[src/rtl/rv_multicycle_ctrl.sv]
// rv_multicycle_ctrl: multi-cycle control FSM that sequences the RV32I data_path.
// Latches opcode/func3/func7[5] in FETCH, then steps through DECODE, EXEC,
// MEM and WB, driving the datapath control bundle plus PC/IR strobes.
// Optional feature macro: CTRL_TRAP_EN -- when defined, unsupported
// instructions enter a sticky TRAP state; otherwise they retire as a NOP.
// reset_n is an active-high synchronous reset (name kept for compatibility).
module rv_multicycle_ctrl (
    input  logic        clk,
    input  logic        reset_n,
    input  logic [31:0] instr,
    input  logic        mem_ready,
    output logic        ir_write,
    output logic        pc_write,
    output logic        reg_write,
    output logic        alu_src,
    output logic        mem_write,
    output logic [3:0]  alu_ctrl,
    output logic        mem_to_reg,
    output logic        branch,
    output logic [2:0]  func3,
    output logic        instr_done,
    output logic        illegal_instr
);

`ifdef CTRL_TRAP_EN
    typedef enum logic [2:0] {
        IDLE   = 3'd0,
        FETCH  = 3'd1,
        DECODE = 3'd2,
        EXEC   = 3'd3,
        MEM    = 3'd4,
        WB     = 3'd5,
        TRAP   = 3'd6
    } state_t;
`else
    typedef enum logic [2:0] {
        IDLE   = 3'd0,
        FETCH  = 3'd1,
        DECODE = 3'd2,
        EXEC   = 3'd3,
        MEM    = 3'd4,
        WB     = 3'd5
    } state_t;
`endif

    localparam logic [6:0] OP_R      = 7'b0110011;
    localparam logic [6:0] OP_I      = 7'b0010011;
    localparam logic [6:0] OP_LOAD   = 7'b0000011;
    localparam logic [6:0] OP_STORE  = 7'b0100011;
    localparam logic [6:0] OP_BRANCH = 7'b1100011;

    localparam logic [3:0] ALU_ADD  = 4'b0000;
    localparam logic [3:0] ALU_SUB  = 4'b0001;
    localparam logic [3:0] ALU_AND  = 4'b0010;
    localparam logic [3:0] ALU_OR   = 4'b0011;
    localparam logic [3:0] ALU_XOR  = 4'b0100;
    localparam logic [3:0] ALU_SLL  = 4'b0101;
    localparam logic [3:0] ALU_SRL  = 4'b0110;
    localparam logic [3:0] ALU_SRA  = 4'b0111;
    localparam logic [3:0] ALU_SLT  = 4'b1000;
    localparam logic [3:0] ALU_SLTU = 4'b1001;

    state_t      state_q;
    state_t      state_d;
    logic [6:0]  opcode_q;
    logic [2:0]  func3_q;
    logic        f7b5_q;

    logic        is_r;
    logic        is_i;
    logic        is_ld;
    logic        is_st;
    logic        is_br;
    logic        r_bad;
    logic        legal;
    logic        uses_imm;
    logic [3:0]  alu_op;

    // Instruction bits this controller never looks at.
    logic        unused_instr;
    assign unused_instr = ^{instr[31], instr[29:15], instr[11:7]};

    // State register and instruction-field latch (fields captured only in FETCH).
    always_ff @(posedge clk) begin
        if (reset_n) begin
            state_q  <= IDLE;
            opcode_q <= '0;
            func3_q  <= '0;
            f7b5_q   <= 1'b0;
        end else begin
            state_q <= state_d;
            if (state_q == FETCH) begin
                opcode_q <= instr[6:0];
                func3_q  <= instr[14:12];
                f7b5_q   <= instr[30];
            end
        end
    end

    // Instruction class from the latched opcode and funct fields.
    always_comb begin
        is_r     = (opcode_q == OP_R);
        is_i     = (opcode_q == OP_I);
        is_ld    = (opcode_q == OP_LOAD);
        is_st    = (opcode_q == OP_STORE);
        is_br    = (opcode_q == OP_BRANCH);
        r_bad    = is_r && f7b5_q && (func3_q != 3'b000) && (func3_q != 3'b101);
        legal    = (is_r && !r_bad) || is_i || is_ld || is_st || is_br;
        uses_imm = is_i || is_ld || is_st;
    end

    // ALU operation for the latched instruction class.
    always_comb begin
        alu_op = ALU_ADD;
        if (is_br) begin
            case (func3_q[2:1])
                2'b10:   alu_op = ALU_SLT;
                2'b11:   alu_op = ALU_SLTU;
                default: alu_op = ALU_SUB;
            endcase
        end else if (is_r || is_i) begin
            case (func3_q)
                3'b000:  alu_op = (is_r && f7b5_q) ? ALU_SUB : ALU_ADD;
                3'b001:  alu_op = ALU_SLL;
                3'b010:  alu_op = ALU_SLT;
                3'b011:  alu_op = ALU_SLTU;
                3'b100:  alu_op = ALU_XOR;
                3'b101:  alu_op = f7b5_q ? ALU_SRA : ALU_SRL;
                3'b110:  alu_op = ALU_OR;
                default: alu_op = ALU_AND;
            endcase
        end
    end

    // Next-state and per-state control outputs; reset forces every output low.
    always_comb begin
        state_d       = state_q;
        ir_write      = 1'b0;
        pc_write      = 1'b0;
        reg_write     = 1'b0;
        alu_src       = 1'b0;
        mem_write     = 1'b0;
        alu_ctrl      = ALU_ADD;
        mem_to_reg    = 1'b0;
        branch        = 1'b0;
        func3         = func3_q;
        instr_done    = 1'b0;
        illegal_instr = 1'b0;

        case (state_q)
            IDLE: begin
                state_d = FETCH;
            end
            FETCH: begin
                ir_write = 1'b1;
                state_d  = DECODE;
            end
            DECODE: begin
                if (legal) begin
                    state_d = EXEC;
                end else begin
`ifdef CTRL_TRAP_EN
                    state_d = TRAP;
`else
                    pc_write   = 1'b1;
                    instr_done = 1'b1;
                    state_d    = FETCH;
`endif
                end
            end
            EXEC: begin
                alu_src  = uses_imm;
                alu_ctrl = alu_op;
                if (is_br) begin
                    branch     = 1'b1;
                    pc_write   = 1'b1;
                    instr_done = 1'b1;
                    state_d    = FETCH;
                end else if (is_ld || is_st) begin
                    state_d = MEM;
                end else begin
                    state_d = WB;
                end
            end
            MEM: begin
                alu_src   = 1'b1;
                alu_ctrl  = alu_op;
                mem_write = is_st;
                // Only combinational input-to-output path: store retires on mem_ready.
                if (mem_ready) begin
                    if (is_st) begin
                        pc_write   = 1'b1;
                        instr_done = 1'b1;
                        state_d    = FETCH;
                    end else begin
                        state_d = WB;
                    end
                end
            end
            WB: begin
                reg_write  = 1'b1;
                pc_write   = 1'b1;
                instr_done = 1'b1;
                mem_to_reg = is_ld;
                alu_src    = uses_imm;
                alu_ctrl   = alu_op;
                state_d    = FETCH;
            end
`ifdef CTRL_TRAP_EN
            TRAP: begin
                illegal_instr = 1'b1;
                func3         = '0;
                state_d       = TRAP;
            end
`endif
            default: begin
                state_d = IDLE;
            end
        endcase

        // Gating here keeps an aborted instruction from retiring in the reset cycle.
        if (reset_n) begin
            ir_write      = 1'b0;
            pc_write      = 1'b0;
            reg_write     = 1'b0;
            alu_src       = 1'b0;
            mem_write     = 1'b0;
            alu_ctrl      = '0;
            mem_to_reg    = 1'b0;
            branch        = 1'b0;
            func3         = '0;
            instr_done    = 1'b0;
            illegal_instr = 1'b0;
        end
    end

endmodule

[config.mk]
export PLATFORM = sky130hd
export DESIGN_NAME = rv_multicycle_ctrl
export DESIGN_NICKNAME = d
export VERILOG_FILES = /design/src/rtl/rv_multicycle_ctrl.sv
export SDC_FILE = /design/constraint.sdc
export NUM_CORES = 1
export LEC_CHECK = 0
export ABC_AREA = 1
export ABC_CLOCK_PERIOD_IN_PS = 1900
export CAP_MARGIN = 20
export CORE_MARGIN = 3
export CORE_UTILIZATION = 36
export DETAILED_ROUTE_END_ITERATION = 16
export HOLD_SLACK_MARGIN = 0.12
export PLACE_DENSITY_LB_ADDON = 0.1
export SKIP_CTS_REPAIR_TIMING = 1
export SLEW_MARGIN = 20
export SYNTH_ARGS = -nofsm -noshare
export SYNTH_HDL_FRONTEND = slang
export SYNTH_SLANG_ARGS = --single-unit
[constraint.sdc]
create_clock -name clk -period 1.9 [get_ports clk]
set_clock_uncertainty 0.2 [all_clocks]
set_input_delay 0.38 -clock clk [delete_from_list [all_inputs] [get_ports clk]]
set_output_delay 0.38 -clock clk [all_outputs]
set_load 0.05 [all_outputs]
==> impl_metrics.toml <==
[yosys]
synth.distinct_cells = 22
syn_area_sq_um = 844.6
synth_nets = 169
synthCells = 134
ys_seq_area_share_pct = 33.19
synth-main-ff-cell = "dfxtp_1"
synth_edf_count = 0
synth_area_per_cell_sq_um = 6.303
ys_ff_latch = 14
synthArstFlopShare_pct = 0
ys.warnings.count = 0

[worst_setup_path]
critPathArrivalTime_ns = 1.64
r2r-start = "state_q[1]$_SDFFE_PP0P_"
crit_type = "flip-flop to primary output"
crit_required_ns = 1.32
worstSetupStartpointType = "flip-flop"
endpoint_kind = "primary output"
r2r_setup_slack_ns = 0.40
crit_path_max_fanout = 6
reg2reg_to = "state_q[2]$_SDFFE_PP0P_"
crit_path_start = "func3_q[0]$_SDFFE_PP0N_"
reg2reg_depth = 7

[timing]
maxSlewViolCount = 0
setup_violations = 10
hold_ws_ns = 0.3143
tns_ns = -2.191
grt_setup_unrepaired = "yes"
final.min_clock_period_ns = 2.216
finalHoldViolCount = 0
fmax_ghz = 0.4513
period_share_pct = 116.6
worst_slack_ns = -0.3159

[worst_hold_path]
hold_path_class = "flip-flop to flip-flop"
hold_depth = 2
hp-start = "f7b5_q$_SDFFE_PP0N_"
min_to = "f7b5_q$_SDFFE_PP0N_"

[floorplanning]
initial_core_util_pct = 40.56
core_area_sq_um = 2082
die_y_um = 54.44
ios = 51
die_w_um = 54.44
rows = 16
die-area_sq_um = 2963

[finish]
fillers = 135
regArea_sq_um = 305.3
antennaDiodeCount = 0
area_growth_syn_to_layout_pct = 99.56
drive_gt1_share_pct = 50.57
multi_input_comb_area_sq_um = 691.9
nNetsFinal = 212

[global_routing]
use_met3_pct = 2.452
grt_max_degree = 17
grt_use_met2_pct = 29.08
use_met1_pct = 21.43
grt_usage_pct = 17.33
first_global_vias = 872
grt_busiest_layer = "met2"
globalRouteOverflowTotal = 0
grt_pass1_wl_um = 3698
antenna_found_initial = 0

[drt]
wl_um = 2753
route.vias.total = 1066
via_per_inst = 5.251
drc = 0
drt_iter0_drc = 19
routedWlPerCell_um = 13.56
firstDrtPassIters = 4
drtAntennaViolNets = 0

[clock_network]
cts_tree = "built"
root_buffer = "clkbuf_4"
clock_latency_ns = 0.28
clockBufferDepth = 2
numCtsBuffers = 3
cts_sinks = 14
htreeDepth = 1
clk_pin_slew_worst_paths_ns = 0.08

[run]
cap_violations = 0

[run_status]
violations = "negative setup slack"
status = "finished with violations"

[placement]
place_hpwl_um = 1910
portBuffers = 28
gp_congestion = 0.9230
pre_cts_ws_ns = -0.3388

[power_and_ir_drop]
p_total_uw = 923.5
powerDensity_nw_per_um2 = 548.0
ir_drop_v = 0.0006518
p_leak_nw = 0.6601
[cell usage in the layout, fill, tap and decap left out, types with 4 or more instances in the layout]
cell type,count
clkdlybuf4s50_1,12
nand2_4,5
nand3_1,7
a21oi_1,6
buf_4,14
inv_2,9
nor2_2,4
nand2_2,4
dfxtp_1,4
nor2_1,16
dfxtp_2,5
dfxtp_4,5
o21ai_0,11
buf_12,14
inv_1,7
nor2_4,11
nand2_1,12
[report_power, final]
part	total (mW)	switching [mW]	internal, mW	leakage, nW
Clock	0.209	0.0925	0.117	0.0210
Sequential	0.383	0.0502	0.333	0.121
Combinational	0.331	0.191	0.140	0.518
[cell usage after synthesis (2+ instances only)]
| cell type | n | share of area (%) |
|---|---|---|
| nor2_1 | 26 | 12 |
| o22a_1 | 3 | 3.1 |
| nand2_1 | 20 | 8.9 |
| o21ai_0 | 11 | 6.5 |
| nand3_1 | 10 | 5.9 |
| a31oi_1 | 2 | 1.5 |
| dfxtp_1 | 14 | 33 |
| inv_2 | 2 | 0.89 |
| inv_1 | 16 | 7.1 |
| nor2_2 | 4 | 3.0 |
| buf_4 | 2 | 1.8 |
| a21oi_1 | 9 | 5.3 |
| nand4_1 | 3 | 2.2 |
| nor3_1 | 4 | 2.4 |
[worst max path at each step]
stage                   to  slack [ns]  depth (start not counted)
2_1_floorplan  alu_ctrl[2]       -0.17                          5
3_3_place_gp   alu_ctrl[2]       -0.31                          5
3_5_place_dp   alu_ctrl[2]       -0.34                          5
4_1_cts        alu_ctrl[2]       -0.36                          5
5_1_grt         instr_done       -0.38                          8
6_report          pc_write       -0.32                          7
[per-layer routing]
metal  share of wire [%]  up-vias  wire, um
met5                   0        -         0
met4                 2.2        0        61
met3                 6.9        7       189
met2                  50       38      1371
met1                  41      493      1130
li1                    -      528         -
[critical path: stages (launching register included)]
cell	delay, ns
dfxtp_1	0.41
nor2_1	0.07
nand2_1	0.10
nand3_1	0.11
nand2_1	0.09
nand4_1	0.15
a21oi_4	0.25
buf_12	0.17
[flip-flops by register name, summed over array words and instances, names as in the netlist]
signal    count
state_q       3
f7b5_q        1
opcode_q      7
func3_q       3
[layout make-up]
| type | instances | share of cell area, % |
|---|---|---|
| repair buffers | 42 | 32.22 |
| multi-input cells | 98 | 41.05 |
| flip-flops and latches | 14 | 18.11 |
| well taps | 27 | 2.004 |
| clock buffers | 4 | 2.153 |
| inverters | 18 | 4.454 |
[per-stage QoR]
stage	instance area (sq um)	util [%]	instances
after floorplan	937.1	-	134
after global placement	1449	69.59	196
after detailed placement	1449	69.59	196
after CTS	1485	71.33	200
after global routing	1685	80.95	203
final	1685	80.95	203
[logic make-up after synthesis]
| family | count (synthesis) | share of synthesized area (%) |
|---|---|---|
| buffers and inverters | 22 | 11.70 |
| other | 1 | 0.4440 |
| flip-flops | 14 | 33.19 |
| AND/OR/NAND/NOR | 70 | 36.74 |
| AO/OA/AOI/OAI | 27 | 17.93 |
Power figures use the tool's default switching activity.
